<file path="config.mk">
export PLATFORM = sky130hd
export DESIGN_NAME = seq_divider_flat
export DESIGN_NICKNAME = d
export VERILOG_FILES = /design/src/rtl/seq_divider_if.sv /design/src/rtl/seq_divider.sv /design/src/flat_wrapper.sv
export SDC_FILE = /design/constraint.sdc
export NUM_CORES = 1
export LEC_CHECK = 0
export ABC_AREA = 1
export CELL_PAD_IN_SITES_DETAIL_PLACEMENT = 0
export CELL_PAD_IN_SITES_GLOBAL_PLACEMENT = 1
export CORE_MARGIN = 2
export CORE_UTILIZATION = 44
export DETAILED_ROUTE_END_ITERATION = 16
export PLACE_DENSITY_LB_ADDON = 0.1
export SLEW_MARGIN = 25
export SYNTH_ARGS = -nofsm -noshare
export SYNTH_HDL_FRONTEND = slang
export SYNTH_SLANG_ARGS = --single-unit
</file>
<file path="constraint.sdc">
create_clock -name clk -period 27 [get_ports clk]
set_input_delay 6.75 -clock clk [delete_from_list [all_inputs] [get_ports clk]]
set_output_delay 6.75 -clock clk [all_outputs]
set_load 0.03 [all_outputs]
</file>
<file path="src/rtl/seq_divider_if.sv">
// rtl/seq_divider_if.sv - request/response bundle between seq_divider and its peer ALU units
// signed_op exists only when SEQ_DIV_SIGNED_EN is defined
interface seq_divider_if #(
    parameter int WIDTH     = 64,
    parameter int NUM_PEERS = 3,
    parameter int SRC_W     = 2
);
    logic                 start;
    logic [SRC_W-1:0]     src;
    logic [WIDTH-1:0]     a;
    logic [WIDTH-1:0]     b;
    logic [NUM_PEERS-1:0] peer_working;
    logic [NUM_PEERS-1:0] ack_in;
`ifdef SEQ_DIV_SIGNED_EN
    logic                 signed_op;
`endif
    logic                 ready;
    logic                 working;
    logic                 done;
    logic [NUM_PEERS-1:0] ack_out;
    logic [WIDTH-1:0]     result;
    logic [WIDTH-1:0]     remainder;
    logic                 div_by_zero;

    modport master (
`ifdef SEQ_DIV_SIGNED_EN
        output signed_op,
`endif
        output start, src, a, b, peer_working, ack_in,
        input  ready, working, done, ack_out, result, remainder, div_by_zero
    );

    modport slave (
`ifdef SEQ_DIV_SIGNED_EN
        input  signed_op,
`endif
        input  start, src, a, b, peer_working, ack_in,
        output ready, working, done, ack_out, result, remainder, div_by_zero
    );
endinterface

</file>
<file path="src/rtl/seq_divider.sv">
// rtl/seq_divider.sv - multi-cycle restoring divider with peer interlock and per-peer ack
// Optional two's-complement mode enabled by SEQ_DIV_SIGNED_EN
module seq_divider #(
    parameter int WIDTH     = 64,
    parameter int NUM_PEERS = 3,
    parameter int SRC_W     = 2
) (
    input logic          clk,
    input logic          rst,
    seq_divider_if.slave bus
);
    localparam int CNT_W = $clog2(WIDTH);

    localparam logic [1:0] S_IDLE = 2'd0;
    localparam logic [1:0] S_WAIT = 2'd1;
    localparam logic [1:0] S_RUN  = 2'd2;
    localparam logic [1:0] S_DONE = 2'd3;

    logic [1:0]           state;
    logic [CNT_W-1:0]     cnt;
    logic [SRC_W-1:0]     src_q;
    // dvd_q holds the dividend magnitude; quotient bits shift in from the bottom during RUN
    logic [WIDTH-1:0]     dvd_q;
    logic [WIDTH-1:0]     dvs_q;
    logic [WIDTH:0]       rem_q;
    logic [WIDTH-1:0]     result_q;
    logic [WIDTH-1:0]     remainder_q;
    logic                 dbz_q;
`ifdef SEQ_DIV_SIGNED_EN
    logic                 q_neg;
    logic                 r_neg;
`endif

    logic                 src_ok;
    logic [NUM_PEERS-1:0] ack_vec;
    logic [WIDTH+1:0]     diff;
    logic                 borrow;
    logic [WIDTH:0]       rem_nx;
    logic [WIDTH-1:0]     quo_nx;

    assign src_ok = (32'(bus.src) < 32'(NUM_PEERS));

    always_comb begin
        ack_vec = '0;
        if (state == S_DONE) begin
            ack_vec = NUM_PEERS'(1) << src_q;
        end
    end

    // One restoring step: shift rem:quot left, trial-subtract divisor, keep on no borrow
    always_comb begin
        diff   = {rem_q, dvd_q[WIDTH-1]} - {2'b00, dvs_q};
        borrow = diff[WIDTH+1];
        rem_nx = borrow ? {rem_q[WIDTH-1:0], dvd_q[WIDTH-1]} : diff[WIDTH:0];
        quo_nx = {dvd_q[WIDTH-2:0], ~borrow};
    end

    always_ff @(posedge clk or posedge rst) begin
        if (rst) begin
            state       <= S_IDLE;
            cnt         <= '0;
            src_q       <= '0;
            dvd_q       <= '0;
            dvs_q       <= '0;
            rem_q       <= '0;
            result_q    <= '0;
            remainder_q <= '0;
            dbz_q       <= 1'b0;
`ifdef SEQ_DIV_SIGNED_EN
            q_neg       <= 1'b0;
            r_neg       <= 1'b0;
`endif
        end else begin
            case (state)
                S_IDLE: begin
                    if (bus.start && src_ok) begin
                        src_q <= bus.src;
`ifdef SEQ_DIV_SIGNED_EN
                        if (bus.signed_op) begin
                            dvd_q <= bus.a[WIDTH-1] ? -bus.a : bus.a;
                            dvs_q <= bus.b[WIDTH-1] ? -bus.b : bus.b;
                            q_neg <= bus.a[WIDTH-1] ^ bus.b[WIDTH-1];
                            r_neg <= bus.a[WIDTH-1];
                        end else begin
                            dvd_q <= bus.a;
                            dvs_q <= bus.b;
                            q_neg <= 1'b0;
                            r_neg <= 1'b0;
                        end
`else
                        dvd_q <= bus.a;
                        dvs_q <= bus.b;
`endif
                        state <= S_WAIT;
                    end
                end
                S_WAIT: begin
                    if (!(|bus.peer_working)) begin
                        if (dvs_q == '0) begin
                            // Divide by zero: the raw dividend is reported back as remainder
                            dbz_q    <= 1'b1;
                            result_q <= '1;
`ifdef SEQ_DIV_SIGNED_EN
                            remainder_q <= r_neg ? -dvd_q : dvd_q;
`else
                            remainder_q <= dvd_q;
`endif
                            state <= S_DONE;
                        end else begin
                            rem_q <= '0;
                            cnt   <= CNT_W'(WIDTH - 1);
                            state <= S_RUN;
                        end
                    end
                end
                S_RUN: begin
                    dvd_q <= quo_nx;
                    rem_q <= rem_nx;
                    cnt   <= cnt - CNT_W'(1);
                    if (cnt == '0) begin
                        dbz_q <= 1'b0;
`ifdef SEQ_DIV_SIGNED_EN
                        // Truncating division: quotient sign from a^b, remainder sign from a
                        result_q    <= q_neg ? -quo_nx : quo_nx;
                        remainder_q <= r_neg ? -rem_nx[WIDTH-1:0] : rem_nx[WIDTH-1:0];
`else
                        result_q    <= quo_nx;
                        remainder_q <= rem_nx[WIDTH-1:0];
`endif
                        state <= S_DONE;
                    end
                end
                S_DONE: begin
                    if (|(bus.ack_in & ack_vec)) begin
                        state <= S_IDLE;
                    end
                end
                default: state <= S_IDLE;
            endcase
        end
    end

    assign bus.ready       = (state == S_IDLE);
    assign bus.working     = (state == S_RUN);
    assign bus.done        = (state == S_DONE);
    assign bus.ack_out     = ack_vec;
    assign bus.result      = result_q;
    assign bus.remainder   = remainder_q;
    assign bus.div_by_zero = dbz_q;
endmodule

</file>
<file path="src/flat_wrapper.sv">
// flat-port wrapper written by rule: the top's interface ports become plain ports
module seq_divider_flat 
#(
    parameter int WIDTH     = 64,
    parameter int NUM_PEERS = 3,
    parameter int SRC_W     = 2
)
  (clk, rst, bus_start, bus_src, bus_a, bus_b, bus_peer_working, bus_ack_in, bus_ready, bus_working, bus_done, bus_ack_out, bus_result, bus_remainder, bus_div_by_zero);
  seq_divider_if #(.WIDTH(WIDTH), .NUM_PEERS(NUM_PEERS), .SRC_W(SRC_W)) bus_i ();
  input logic clk;
  input logic rst;
  input wire logic [$bits(bus_i.start)-1:0] bus_start;
  input wire logic [$bits(bus_i.src)-1:0] bus_src;
  input wire logic [$bits(bus_i.a)-1:0] bus_a;
  input wire logic [$bits(bus_i.b)-1:0] bus_b;
  input wire logic [$bits(bus_i.peer_working)-1:0] bus_peer_working;
  input wire logic [$bits(bus_i.ack_in)-1:0] bus_ack_in;
  output wire logic [$bits(bus_i.ready)-1:0] bus_ready;
  output wire logic [$bits(bus_i.working)-1:0] bus_working;
  output wire logic [$bits(bus_i.done)-1:0] bus_done;
  output wire logic [$bits(bus_i.ack_out)-1:0] bus_ack_out;
  output wire logic [$bits(bus_i.result)-1:0] bus_result;
  output wire logic [$bits(bus_i.remainder)-1:0] bus_remainder;
  output wire logic [$bits(bus_i.div_by_zero)-1:0] bus_div_by_zero;
  assign bus_i.start = bus_start;
  assign bus_i.src = bus_src;
  assign bus_i.a = bus_a;
  assign bus_i.b = bus_b;
  assign bus_i.peer_working = bus_peer_working;
  assign bus_i.ack_in = bus_ack_in;
  assign bus_ready = bus_i.ready;
  assign bus_working = bus_i.working;
  assign bus_done = bus_i.done;
  assign bus_ack_out = bus_i.ack_out;
  assign bus_result = bus_i.result;
  assign bus_remainder = bus_i.remainder;
  assign bus_div_by_zero = bus_i.div_by_zero;
  seq_divider #(.WIDTH(WIDTH), .NUM_PEERS(NUM_PEERS), .SRC_W(SRC_W)) u_core (.clk(clk), .rst(rst), .bus(bus_i));
endmodule
</file>
==> impl_metrics.ini, run 1 <==
[cts]
cts_resized = 0
clockBufferDepth = 3
cts_hold_buf = 0
cts_setup_buffers = 0
clock-sinks = 332
cts_tree = built
path_clk_slew_ns = 0.06
worstSkewPairLatency_ns = 0.58
htreeDepth = 2
cts_buffers = 40
cts_root_buffer = clkbuf_16

[critical_path]
arrival_ns = 9.90
critPathCaptureType = flop
crit_path_max_fanout = 91
cp.required_ns = 27.52
cp-start-kind = input port
path_class = in -> reg

[cells_and_area]
layout-area-overhead-vs-synth_pct = 18.6
finalCoreUtilization_pct = 53.1
drive_gt1_share_pct = 7.02
design_area_sq_um = 26800
n_fill_cell = 5121
nets = 3720

[pwr]
p_int_uw = 807
p_switching_uw = 238
combPwrFrac_pct = 3.1
power_per_cell_area_nw_per_um2 = 39.1
max-vdd-ir-drop_mv = 0.0345
pwr-share-clk_pct = 49.3
p_seq_share_pct = 47.6
switching_share_pct = 22.8
p_leak_uw = 0.0146

[floorplan]
placeableCoreArea_sq_um = 50400
rows = 82
die_area_sq_um = 53100
die_h_um = 230
ios = 274
start_util_pct = 44.8
die_w_um = 230

[global_routing]
grt_pass1_wl_mm = 123
grt_max_degree = 134
grt_pass1_vias = 21100
grt-ovfl-total = 0
grt_usage_pct = 29.8
antenna_found_initial = 1

[route]
wire_per_inst_um = 18.8
postRouteAntennaNets = 0
drc = 0
vias = 21500
drt-total-wl_mm = 78.9
dr.first_iter.drc_count = 1492
vias_per_cell = 5.10
first_pass_iters = 5

[hold_path]
worst_hold_path_type = reg -> reg

[sta]
max_freq_mhz = 107
final_max_slew_viol_count = 0
relSlewSlack_pct = 30.9
max_slew.worst_pin.slew_ns = 1.04
fin_crit_sh_pct = 34.8
min_period_ns = 9.38
rsz0062_at_grt = false
hold_viol_final = 0
setup_viol = 0
clock_skew_ns = 0.0371
setup_slack_ns = 17.62
final.setup.tns_ns = 0

[logic_synthesis]
syn_nets = 3535
syn_area_per_cell_sq_um = 6.78
yosysUniqueCellTypes = 43
synthCells = 3325
synthesis.area_sq_um = 22600
synthArstFlopShare_pct = 100
ys.flop_type = dfrtp_1
ys_seq_area_share_pct = 36.8
synth_edf_count = 0
ys_ff_latch = 332
ys_warn_count = 0

[run_status]
status = finished clean

[placed_design]
gp_congestion = 0.953
portBuffers = 273
post-dp-hpwl_mm = 59.2
dp_slack_ns = 17.06
placed_cell_area_sq_um = 25500

[run]
maxCapViolations = 0
-- sequential cells by signal, summed over array words and instances, names as in the netlist --
register and count:
u_core.bus.div_by_zero 1, u_core.bus.remainder 64, u_core.bus.result 64, u_core.cnt 6
u_core.dvd_q 64, u_core.dvs_q 64, u_core.rem_q 65, u_core.src_q 2
u_core.state 2
-- placed cells by master (no fill, tap or decap), types with 2 or more instances in the layout --
master           synthesis  final
a21oi_1                116    115
a21oi_2                  2      2
and3_1                   4      4
buf_4                    0     17
buf_6                   17      2
clkbuf_1                72     13
clkbuf_16                0     40
clkbuf_8                 0      6
clkdlybuf4s50_1          0    273
clkinv_2                 0      4
dfrtp_1                332    332
ha_1                    70     69
inv_1                  525    524
inv_2                   17     16
nand2_1               1279   1277
nand2_2                 16     17
nand2_4                  7      8
nand3_1                225    224
nand3_2                103    101
nand3_4                  0      3
nand3b_1                 3      3
nand4_1                 78     78
nor2_1                 160    160
nor2_2                   9      9
nor2_4                   5      5
nor3_1                  22     22
nor3_4                   3      3
nor4_1                   9      9
o211ai_1                63     63
o21ai_0                 78     77
o21ai_4                  0      2
o21bai_1                 3      3
or2_2                    2      2
xnor2_1                  3      3
xor2_1                  30     30
-- final timing paths --
path                                                         from  slack, ns                                    to  cells after the start
min in group asynchronous                                     rst       6.70     u_core.bus.result[10]$_DFFE_PP0P_                      2
worst min-delay path            u_core.bus.result[43]$_DFFE_PP0P_       0.48     u_core.bus.result[43]$_DFFE_PP0P_                      2
max in group asynchronous                                     rst      18.86          u_core.rem_q[48]$_DFFE_PP0P_                      3
worst min register to register  u_core.bus.result[43]$_DFFE_PP0P_       0.48     u_core.bus.result[43]$_DFFE_PP0P_                      2
worst max register to register       u_core.dvs_q[36]$_DFFE_PP0P_      22.06  u_core.bus.remainder[23]$_DFFE_PP0P_                     13
worst max-delay path                          bus_peer_working[1]      17.62  u_core.bus.remainder[23]$_DFFE_PP0P_                      8
-- layout make-up --
cell class	count	area, sq um	area share (%)
multi-input combinational	2301	11500	42.8
sequential	332	8310	31.0
timing repair buffer	292	2880	10.8
inverter	543	2050	7.67
clock buffer	59	1130	4.23
tap	672	841	3.14
clock inverter	8	86.3	0.323
antenna	1	2.50	0.00935
-- logic make-up (layout without fill, tap and decap cells) --
kind of cell / count (synthesis) / in the layout / synth area share (%)
adder cells (fa/ha/maj): 71 / 71 / 3.97
XOR/XNOR: 33 / 33 / 1.28
flip-flops: 332 / 332 / 36.8
buffers and inverters: 692 / 902 / 12.8
AND/OR/NAND/NOR: 1927 / 1927 / 38.3
other: 0 / 1 / 0
AO/OA/AOI/OAI: 269 / 269 / 6.81
multiplexers: 1 / 1 / 0.0499
-- critical path, stage by stage --
cell	delay, ns
clkdlybuf4s50_1	0.42
o31a_1	0.35
a21oi_4	0.16
nand2_4	0.45
inv_4	0.55
buf_4	0.82
nand3_1	0.20
nand2_1	0.10
-- cell usage after synthesis (2+ instances only) --
cell | number | area share (%)
a21oi_1 | 116 | 2.6
a21oi_2 | 2 | 0.078
and3_1 | 4 | 0.11
buf_1 | 2 | 0.033
buf_12 | 2 | 0.18
buf_2 | 51 | 1.1
buf_6 | 17 | 0.85
buf_8 | 5 | 0.33
clkbuf_1 | 72 | 1.2
dfrtp_1 | 332 | 37
ha_1 | 70 | 3.9
inv_1 | 525 | 8.7
inv_2 | 17 | 0.28
nand2_1 | 1279 | 21
nand2_2 | 16 | 0.44
nand2_4 | 7 | 0.35
nand3_1 | 225 | 5.0
nand3_2 | 103 | 4.6
nand3b_1 | 3 | 0.10
nand4_1 | 78 | 2.2
nor2_1 | 160 | 2.7
nor2_2 | 9 | 0.25
nor2_4 | 5 | 0.25
nor3_1 | 22 | 0.49
nor3_4 | 3 | 0.22
nor4_1 | 9 | 0.25
o211ai_1 | 63 | 2.1
o21ai_0 | 78 | 1.7
o21ai_1 | 2 | 0.044
o21bai_1 | 3 | 0.10
or2_2 | 2 | 0.055
xnor2_1 | 3 | 0.12
xor2_1 | 30 | 1.2
-- metrics by stage --
| step | hold WS, ns | cells | total power [uW] |
|---|---|---|---|
| after floorplan | 0.478 | 3325 | 515 |
| final | 0.478 | 4208 | 1050 |
| after global routing | 0.502 | 4208 | 1080 |
| after CTS | 0.481 | 4207 | 1060 |
| after detailed placement | 0.464 | 4140 | 540 |
| after global placement | 0.466 | 4140 | 540 |
-- metal layers --
metal  track usage [%]  routed length (um)  up-vias
li1                  -                   -    10700
met3              5.69                5350      107
met2              44.7               33700      614
met5                 0                   0        -
met1              43.7               37700    10000
met4              8.51                2200        0
-- power by group through the flow --
stage	logic, uW	registers (uW)	clock network (uW)
floorplan	7.48	507	0
global placement	32.8	507	0
detailed placement	32.9	507	0
CTS	33.0	498	527
global route	35.3	498	547
finish	32.2	498	515
Power figures use the tool's default switching activity.
==> run 2: changes to the inputs <==
--- a/config.mk
+++ b/config.mk
@@ -9,7 +9,7 @@
 export CELL_PAD_IN_SITES_DETAIL_PLACEMENT = 0
 export CELL_PAD_IN_SITES_GLOBAL_PLACEMENT = 1
 export CORE_MARGIN = 2
-export CORE_UTILIZATION = 44
+export CORE_UTILIZATION = 37
 export DETAILED_ROUTE_END_ITERATION = 16
 export PLACE_DENSITY_LB_ADDON = 0.1
 export SLEW_MARGIN = 25
==> constraint.sdc (replaced) <==
create_clock -name clk -period 8.5 [get_ports clk]
set_input_delay 2.125 -clock clk [delete_from_list [all_inputs] [get_ports clk]]
set_output_delay 2.125 -clock clk [all_outputs]
set_load 0.03 [all_outputs]
==> impl_metrics.ini, run 2 (same netlist as run 1, synthesis figures left out) <==
[global_routing]
grt_max_degree = 136
grt-ovfl-total = 0
grt_pass1_wl_mm = 127
grt_usage_pct = 26.4
grt_pass1_vias = 21000
antenna_found_initial = 3

[floorplan]
rows = 90
ios = 274
die_area_sq_um = 63000
die_h_um = 251
start_util_pct = 37.4
placeableCoreArea_sq_um = 60400
die_w_um = 251

[route]
drc = 0
postRouteAntennaNets = 0
drt-total-wl_mm = 83.1
first_pass_iters = 7
vias = 21300
dr.first_iter.drc_count = 1663
vias_per_cell = 4.92
wire_per_inst_um = 19.2

[cells_and_area]
largest_register_ffs = 65
top_register = u_core.rem_q
nets = 3721
seqCellArea_sq_um = 8310
fin_cells = 4327
n_fill_cell = 6331
mostFrequentLayoutCell = nand2_1
multi_input_area_sq_um = 11500
layout_common_cells = nand2_1 (1277), inv_1 (524), dfrtp_1 (332)
drive_gt1_share_pct = 7.39
layout-area-overhead-vs-synth_pct = 20.4

[sta]
final.setup.tns_ns = 0
relSlewSlack_pct = 34.2
hold_viol_final = 0
clock_skew_ns = 0.0145
timing.hold.ws_ns = 0.475
fin_crit_sh_pct = 57.9
setup_slack_ns = 3.58
max_slew.worst_pin.slew_ns = 0.986
rsz0062_at_grt = false
setup_viol = 0
final_max_slew_viol_count = 0
max_freq_mhz = 203
min_period_ns = 4.92

[cts]
cts_buffers = 42
cts_tree = built
clockBufferDepth = 3
cts_root_buffer = clkbuf_16
cts_hold_buf = 0
clock-sinks = 332
cts_setup_buffers = 0
htreeDepth = 2
cts_resized = 0
worstSkewPairLatency_ns = 0.60
path_clk_slew_ns = 0.06

[critical_path]
arrival_ns = 5.45
path_class = reg -> reg
crit_path_max_fanout = 77
cp-start-kind = flop
critPathCaptureType = flop
cp.required_ns = 9.03

[pwr]
p_leak_uw = 0.0147
max-vdd-ir-drop_mv = 0.127
power_per_cell_area_nw_per_um2 = 132
power_uw = 3580

[placed_design]
post-dp-hpwl_mm = 62.5
dp_cells = 4249
portBuffers = 273
dp_slack_ns = 3.10
gp_congestion = 0.941

[run]
maxCapViolations = 0

[run_status]
status = finished clean

[hold_path]
worst_hold_path_type = reg -> reg
-- run 2: through the flow --
step | util, % | instance area, sq um
floorplan | - | 22600
global placement | 42.6 | 25700
detailed placement | 42.6 | 25700
CTS | 45.0 | 27100
global route | 45.0 | 27100
finish | 45.0 | 27100
-- run 2: worst paths after layout --
check,startpoint,to,slack [ns],cells past startpoint
worst max-delay path,u_core.dvs_q[41]$_DFFE_PP0P_,u_core.bus.remainder[27]$_DFFE_PP0P_,3.58,13
worst min register to register,u_core.bus.result[12]$_DFFE_PP0P_,u_core.bus.result[12]$_DFFE_PP0P_,0.48,2
worst min-delay path,u_core.bus.result[12]$_DFFE_PP0P_,u_core.bus.result[12]$_DFFE_PP0P_,0.48,2
min in group asynchronous,rst,u_core.bus.result[19]$_DFFE_PP0P_,1.92,2
max in group asynchronous,rst,u_core.dvd_q[45]$_DFFE_PP0P_,5.35,3
worst max register to register,u_core.dvs_q[41]$_DFFE_PP0P_,u_core.bus.remainder[27]$_DFFE_PP0P_,3.58,13
-- run 2: critical path: stages, from the launching register on --
cell	delay, ns
dfrtp_1	0.36
inv_1	0.10
nand4_1	0.14
nor3_1	0.52
nand3_1	0.17
inv_1	0.18
nand4_1	0.38
o21ai_4	0.15
buf_4	0.64
nand2_4	0.46
inv_4	0.76
buf_4	0.63
nand3_1	0.17
nand2_1	0.10
-- run 2: routing by layer --
layer | part of all wire [%] | global-route usage, %
met2 | 44 | 40.7
met3 | 6.0 | 5.05
met5 | 0.036 | 0
met1 | 48 | 38.1
met4 | 2.1 | 6.05
-- run 2: where the power goes --
part | internal [uW] | switching [uW]
Clock | 1120 | 770
Sequential | 1580 | 0.167
Combinational | 57.8 | 46.9
Total | 2760 | 817
-- run 2: layout make-up --
class	count	area share [%]
timing repair buffer	291	10.7
clock buffer	62	4.63
antenna	1	0.00922
sequential	332	30.6
tap	782	3.60
inverter	543	7.53
multi-input combinational	2301	42.2
clock inverter	15	0.742
